## src/rtl/dma_burst_engine.sv

```systemverilog
// dma_burst_engine: one-command-at-a-time AXI4 burst master that fills DMA_FIFO1 from
// read bursts and drains DMA_FIFO2 into write bursts.
module dma_burst_engine #(
    parameter int BITLEN   = 64,
    parameter int ADDR     = 32,
    parameter int RD_BEATS = 8,
    parameter int WR_BEATS = 16
) (
    input  logic              clk,
    input  logic              rst_n,
    input  logic              cmd_valid,
    output logic              cmd_ready,
    input  logic [1:0]        cmd_op,
    input  logic [ADDR-1:0]   cmd_addr,
    output logic              ar_valid,
    input  logic              ar_ready,
    output logic [ADDR-1:0]   ar_addr,
    output logic [7:0]        ar_len,
    input  logic              r_valid,
    output logic              r_ready,
    input  logic [BITLEN-1:0] r_data,
    input  logic              r_last,
    output logic              aw_valid,
    input  logic              aw_ready,
    output logic [ADDR-1:0]   aw_addr,
    output logic [7:0]        aw_len,
    output logic              w_valid,
    input  logic              w_ready,
    output logic [BITLEN-1:0] w_data,
    output logic              w_last,
    input  logic              b_valid,
    output logic              b_ready,
    input  logic [1:0]        b_resp,
    output logic [BITLEN-1:0] DMA_FIFO1_din,
    output logic              DMA_FIFO1_wr_en,
    input  logic              DMA_FIFO1_full,
    input  logic [BITLEN-1:0] DMA_FIFO2_dout,
    output logic              DMA_FIFO2_rd_en,
    input  logic              DMA_FIFO2_empty,
    output logic              busy,
    output logic              done,
    output logic [2:0]        err
);
    typedef enum logic [2:0] {IDLE, RD_ADDR, RD_DATA, WR_ADDR, WR_DATA, WR_RESP} state_t;
    localparam int LSB = $clog2(BITLEN / 8);
    localparam logic [ADDR-1:0] AMASK = ~ADDR'((1 << LSB) - 1);
    localparam logic [8:0] RD_LAST = 9'(RD_BEATS - 1);
    localparam logic [8:0] WR_LAST = 9'(WR_BEATS - 1);
    state_t state_q, state_d;
    logic [8:0] cnt_q, cnt_d;
    logic [ADDR-1:0] addr_q, addr_d;
    logic [2:0] err_q, err_d;
    logic cmd_ready_q, ar_valid_q, aw_valid_q, b_ready_q, busy_q, done_q;
    logic r_hs, w_hs, b_hs, cmd_hs;
    assign r_ready = (state_q == RD_DATA) & ~DMA_FIFO1_full;
    assign r_hs = r_valid & r_ready;
    assign w_valid = (state_q == WR_DATA) & ~DMA_FIFO2_empty;
    assign w_hs = w_valid & w_ready;
    assign b_hs = b_valid & b_ready_q;
    assign cmd_hs = cmd_valid & cmd_ready_q;
    assign cmd_ready = cmd_ready_q;
    assign ar_valid = ar_valid_q;
    assign aw_valid = aw_valid_q;
    assign b_ready = b_ready_q;
    assign busy = busy_q;
    assign done = done_q;
    assign err = err_q;
    assign ar_addr = ar_valid_q ? addr_q : '0;
    assign aw_addr = aw_valid_q ? addr_q : '0;
    assign ar_len = 8'(RD_BEATS - 1);
    assign aw_len = 8'(WR_BEATS - 1);
    assign DMA_FIFO1_wr_en = r_hs;
    assign DMA_FIFO1_din = r_hs ? r_data : '0;
    assign DMA_FIFO2_rd_en = w_hs;
    // FWFT head only advances on a pop, so w_data stays stable through w_ready stalls
    assign w_data = w_valid ? DMA_FIFO2_dout : '0;
    assign w_last = (state_q == WR_DATA) & (cnt_q == WR_LAST);
    always_comb begin
        state_d = state_q;
        cnt_d = cnt_q;
        addr_d = addr_q;
        err_d = err_q;
        case (state_q)
            IDLE: if (cmd_hs) begin
                addr_d = cmd_addr & AMASK;
                state_d = cmd_op == 2'b01 ? RD_ADDR : cmd_op == 2'b10 ? WR_ADDR : IDLE;
                err_d[0] = err_q[0] | (cmd_op == 2'b00) | (cmd_op == 2'b11);
            end
            RD_ADDR: if (ar_ready) state_d = RD_DATA;
            RD_DATA: if (r_hs) begin
                cnt_d = cnt_q + 9'd1;
                err_d[1] = err_q[1] | (r_last != (cnt_q == RD_LAST));
                state_d = cnt_q == RD_LAST ? IDLE : RD_DATA;
            end
            WR_ADDR: if (aw_ready) state_d = WR_DATA;
            WR_DATA: if (w_hs) begin
                cnt_d = cnt_q + 9'd1;
                state_d = cnt_q == WR_LAST ? WR_RESP : WR_DATA;
            end
            WR_RESP: if (b_hs) begin
                err_d[2] = err_q[2] | (b_resp != 2'b00);
                state_d = IDLE;
            end
            default: state_d = IDLE;
        endcase
        cnt_d = state_d != state_q ? 9'd0 : cnt_d;
    end
    always_ff @(posedge clk or negedge rst_n) begin
        if (!rst_n) begin
            state_q <= IDLE;
            cnt_q <= '0;
            addr_q <= '0;
            err_q <= '0;
            cmd_ready_q <= 1'b0;
            ar_valid_q <= 1'b0;
            aw_valid_q <= 1'b0;
            b_ready_q <= 1'b0;
            busy_q <= 1'b0;
            done_q <= 1'b0;
        end else begin
            state_q <= state_d;
            cnt_q <= cnt_d;
            addr_q <= addr_d;
            err_q <= err_d;
            cmd_ready_q <= state_d == IDLE;
            ar_valid_q <= state_d == RD_ADDR;
            aw_valid_q <= state_d == WR_ADDR;
            b_ready_q <= state_d == WR_RESP;
            busy_q <= state_d != IDLE;
            done_q <= (state_d == IDLE) & (state_q != IDLE);
        end
    end
endmodule

```

## config.mk

```make
export PLATFORM = sky130hd
export DESIGN_NAME = dma_burst_engine
export DESIGN_NICKNAME = d
export VERILOG_FILES = /design/src/rtl/dma_burst_engine.sv
export SDC_FILE = /design/constraint.sdc
export NUM_CORES = 1
export LEC_CHECK = 0
export ABC_AREA = 1
export CAP_MARGIN = 20
export CORE_AREA = 10 10 144 146
export CTS_CLUSTER_SIZE = 14
export DETAILED_ROUTE_END_ITERATION = 7
export DIE_AREA = 0 0 154 156
export GPL_TIMING_DRIVEN = 0
export PLACE_DENSITY = 0.71
export SLEW_MARGIN = 20
export SYNTH_ARGS = -nofsm -noshare
export SYNTH_HDL_FRONTEND = slang
export SYNTH_SLANG_ARGS = --single-unit
```

## constraint.sdc

```tcl
create_clock -name clk -period 1.93 [get_ports clk]
set_clock_uncertainty 0.2 [all_clocks]
set_input_delay 0.579 -clock clk [delete_from_list [all_inputs] [get_ports clk]]
set_output_delay 0.579 -clock clk [all_outputs]
set_load 0.005 [all_outputs]
```

==> results_dict.tcl <==
set metrics [dict create \
    dr.pass1.iters 5 \
    finalHoldViolCount 0 \
    critPathRequiredTime_ns 1.15 \
    ant_nets 0 \
    cts_tree "built" \
    synthAdderAreaFrac 0.0125 \
    worst-path-max-fanout 5 \
    p_sw_frac 0.417 \
    post-dp-hpwl_mm 19.3 \
    vias 5847 \
    period_minus_slack_ns 2.65 \
    fin_cells 1417 \
    antenna_found_initial 7 \
    p_switching_uw 3750 \
    drt_iter0_drc 134 \
    drcViolationCount 0 \
    postSynthCellCount 700 \
    reg2reg_depth 14 \
    root_buffer "clkbuf_16" \
    syn_area_per_cell_sq_um 5.71 \
    final_area_sq_um 10300 \
    drive_gt1_frac 0.483 \
    synthMuxAreaShare 0 \
    ir_worst_vdd_v 0.000647 \
    placed_area_sq_um 8290 \
    cpPeakStageDelay_ns 0.42 \
    gp_congestion 0.858 \
    cts_buffer_depth 2 \
    synth_top_family_by_area "simple AND/OR/NAND/NOR gates" \
    fill_cells 1575 \
    max_slew_margin 0.547 \
    r2r_start "state_q[1]$_DFF_PN0_" \
    synth-seq-cells 50 \
    core_region_area_sq_um 17800 \
    ctsHtreeMaxLevel 2 \
    grt_use_total 0.187 \
    synth_compound_area_frac 0.0232 \
    timing.fmax_ghz 0.377 \
    clkLatencyLatePin_ns 0.30 \
    rsz0062_at_grt "yes" \
    numCtsBuffers 5 \
    synth-simple-area-share 0.375 \
    p_leak_uw 0.00589 \
    cp-end-kind "primary output" \
    worst_slack_ns -0.722 \
    wl_mm 26.2 \
    seq_power_share 0.220 \
    setup_viol 211 \
    cpMaxStageDelayCell "dfrtp_1" \
    p_clk_frac 0.120 \
    grt.overflow.total 0 \
    die_area_sq_um 24000 \
    grt_pass1_wl_mm 34.9 \
    port_buffers 371 \
    die_y_um 156 \
    yosys_warnings 0 \
    cts.sinks 50 \
    power_density_nw_per_um2 874 \
    violations "setup timing" \
    grt_start_max_net_pins 51 \
    hold_path.class "in2async" \
    hold_buffers 0 \
    synth_cell_types 29 \
    pre_cts_slack_ns -1.34 \
    maxCapViolCount 0 \
    outcome "finished, violations left" \
    rrSetupSlack_ns -0.26 \
    crit_chain "buf_6, nor2_4, nand3b_1, buf_6, buf_12, buf_8, clkbuf_16, nor2_2, buf_2" \
    drv_slew 0 \
    crit_type "reg2out" \
    wire_per_inst_um 18.5 \
    synth_area_sq_um 4000 \
    placement_rows 49 \
    path_clk_slew_ns 0.08 \
    startpoint_type "register" \
    yosysSeqAreaShare 0.313 \
    syn_to_final_growth_pct 158 \
    cp.arrival_ns 1.87 \
    initial_core_util 0.224 \
    pin_count 397 \
    combPwrFrac 0.659 \
    intPower_uw 5260 \
    finalNetCount 1363 \
    routed_via_density 4.13 \
    die_w_um 154 \
    rr_endpoint "cnt_q[6]$_DFFE_PN0P_" \
    grt_pass1_vias 5607 \
    dp_cells 1320 \
    synth_xor_area_frac 0.00438 \
    worstMarginPinSlew_ns 0.680 \
    crit_top_cell "buf_6" \
    min_period_over_period 1.37 \
]
[Yosys cell counts]
cell,n,area [sq um]
clkinv_2,1,5.00
nand3b_1,1,7.51
buf_4,22,165
nor2_2,2,12.5
nor2_4,3,33.8
a31o_2,1,8.76
nand3_1,7,35.0
xor2_1,2,17.5
nor2_1,159,597
dfrtp_1,50,1250
o21ai_0,5,25.0
nand2_2,3,18.8
inv_1,211,792
o211ai_4,1,21.3
nor3_1,5,25.0
a41o_1,1,10.0
buf_2,8,40.0
clkbuf_1,11,41.3
nand3_2,4,40.0
conb_1,2,7.51
buf_1,6,22.5
o21bai_1,3,22.5
nand4_2,1,12.5
nand2_1,175,657
nand4_1,6,37.5
ha_1,4,50.1
a21oi_1,1,5.00
inv_2,3,11.3
nand2_4,2,22.5
[worst max path at each step]
stage	startpoint	endpoint	slack (ns)	cells past startpoint
2_1_floorplan	state_q[2]$_DFF_PN0_	DMA_FIFO1_din[23]	-0.06	6
3_3_place_gp	rst_n	state_q[2]$_DFF_PN0_	-1.74	1
3_5_place_dp	DMA_FIFO1_full	DMA_FIFO1_din[39]	-1.34	8
4_1_cts	state_q[1]$_DFF_PN0_	w_data[20]	-0.68	8
5_1_grt	state_q[1]$_DFF_PN0_	DMA_FIFO1_din[42]	-0.80	10
6_report	state_q[1]$_DFF_PN0_	w_data[18]	-0.72	9
[cells by family after synthesis]
kind of cell    count (synthesis)
simple gates                  368
fa+ha+maj                       4
buf+inv                       262
compound gates                 12
flops                          50
other cells                     2
xor+xnor                        2
[metal layers]
layer	up-vias	wire [um]	track usage	share of wire
li1	2857	-	-	-
met1	2656	9370	0.198	0.36
met2	283	13600	0.333	0.52
met3	43	2630	0.0846	0.10
met4	8	542	0.0436	0.021
met5	-	61	0	0.0023
[worst max-delay path: cells and delay by family, from the launching register on]
kind                   cells  cell delay (ns)
and+or+nand+nor            3             0.28
DFF                        1             0.42
buffers and inverters      6             0.87
[sequential cells by signal, indices dropped and copies added, names as in the netlist]
signal	flops
ar_valid	1
addr_q	29
busy	1
err	3
cnt_q	9
cmd_ready	1
aw_valid	1
state_q	3
b_ready	1
done	1
[through the flow]
| step | hold slack, ns | util | total power, uW | setup TNS, ns |
|---|---|---|---|---|
| after floorplan | 0.0834 | - | 3440 | -3.24 |
| after global placement | 0.263 | 0.465 | 5320 | -279.06 |
| after detailed placement | 0.263 | 0.465 | 5380 | -205.78 |
| after CTS | 0.147 | 0.498 | 7360 | -95.69 |
| after global routing | 0.159 | 0.578 | 9540 | -112.43 |
| final | 0.116 | 0.578 | 9010 | -95.99 |
[final cells by class]
class	count	area, sq um	share of cell area
clock inverter	2	38.8	0.00376
multi-input combinational	408	2700	0.262
buffer	44	523	0.0507
inverter	215	826	0.0801
timing repair buffer	460	4530	0.439
antenna	3	7.51	0.000728
sequential	50	1260	0.122
tap	229	287	0.0278
clock buffer	6	139	0.0135
[cell usage in the layout (no fill, tap or decap), types with 3 or more instances in the layout]
cell type	instances
o21bai_1	3
nand3_1	6
nand3_4	3
clkdlybuf4s15_2	18
ha_1	4
buf_4	42
conb_1	22
buf_8	16
clkbuf_2	6
nand4_1	6
buf_12	12
inv_4	3
nor2_4	78
nand2_1	112
dlygate4sd2_1	9
buf_6	135
clkbuf_16	14
inv_1	162
dfrtp_2	4
clkdlybuf4s50_1	167
nand2_4	27
dfrtp_1	46
nand2_2	41
o21ai_0	5
buf_2	81
diode_2	3
inv_2	47
nor2_1	57
nor2_2	29
clkdlybuf4s15_1	7
[power groups by stage]
stage                     Combinational, uW  Clock, uW  Sequential [uW]
final                                  5940       1090             1990
after floorplan                        1700          0             1730
after detailed placement               3560          0             1820
after CTS                              4400       1110             1850
after global placement                 3500          0             1820
after global routing                   6360       1140             2040
[timing repair]
action                                  in CTS  in global routing
buffers inserted                            51                 32
gates resized for setup                    850                412
gates cloned                                 6                  8
pin swaps                                   12                 16
endpoints found under the setup margin     241                235
No activity file was read; power rests on OpenSTA's default activity.
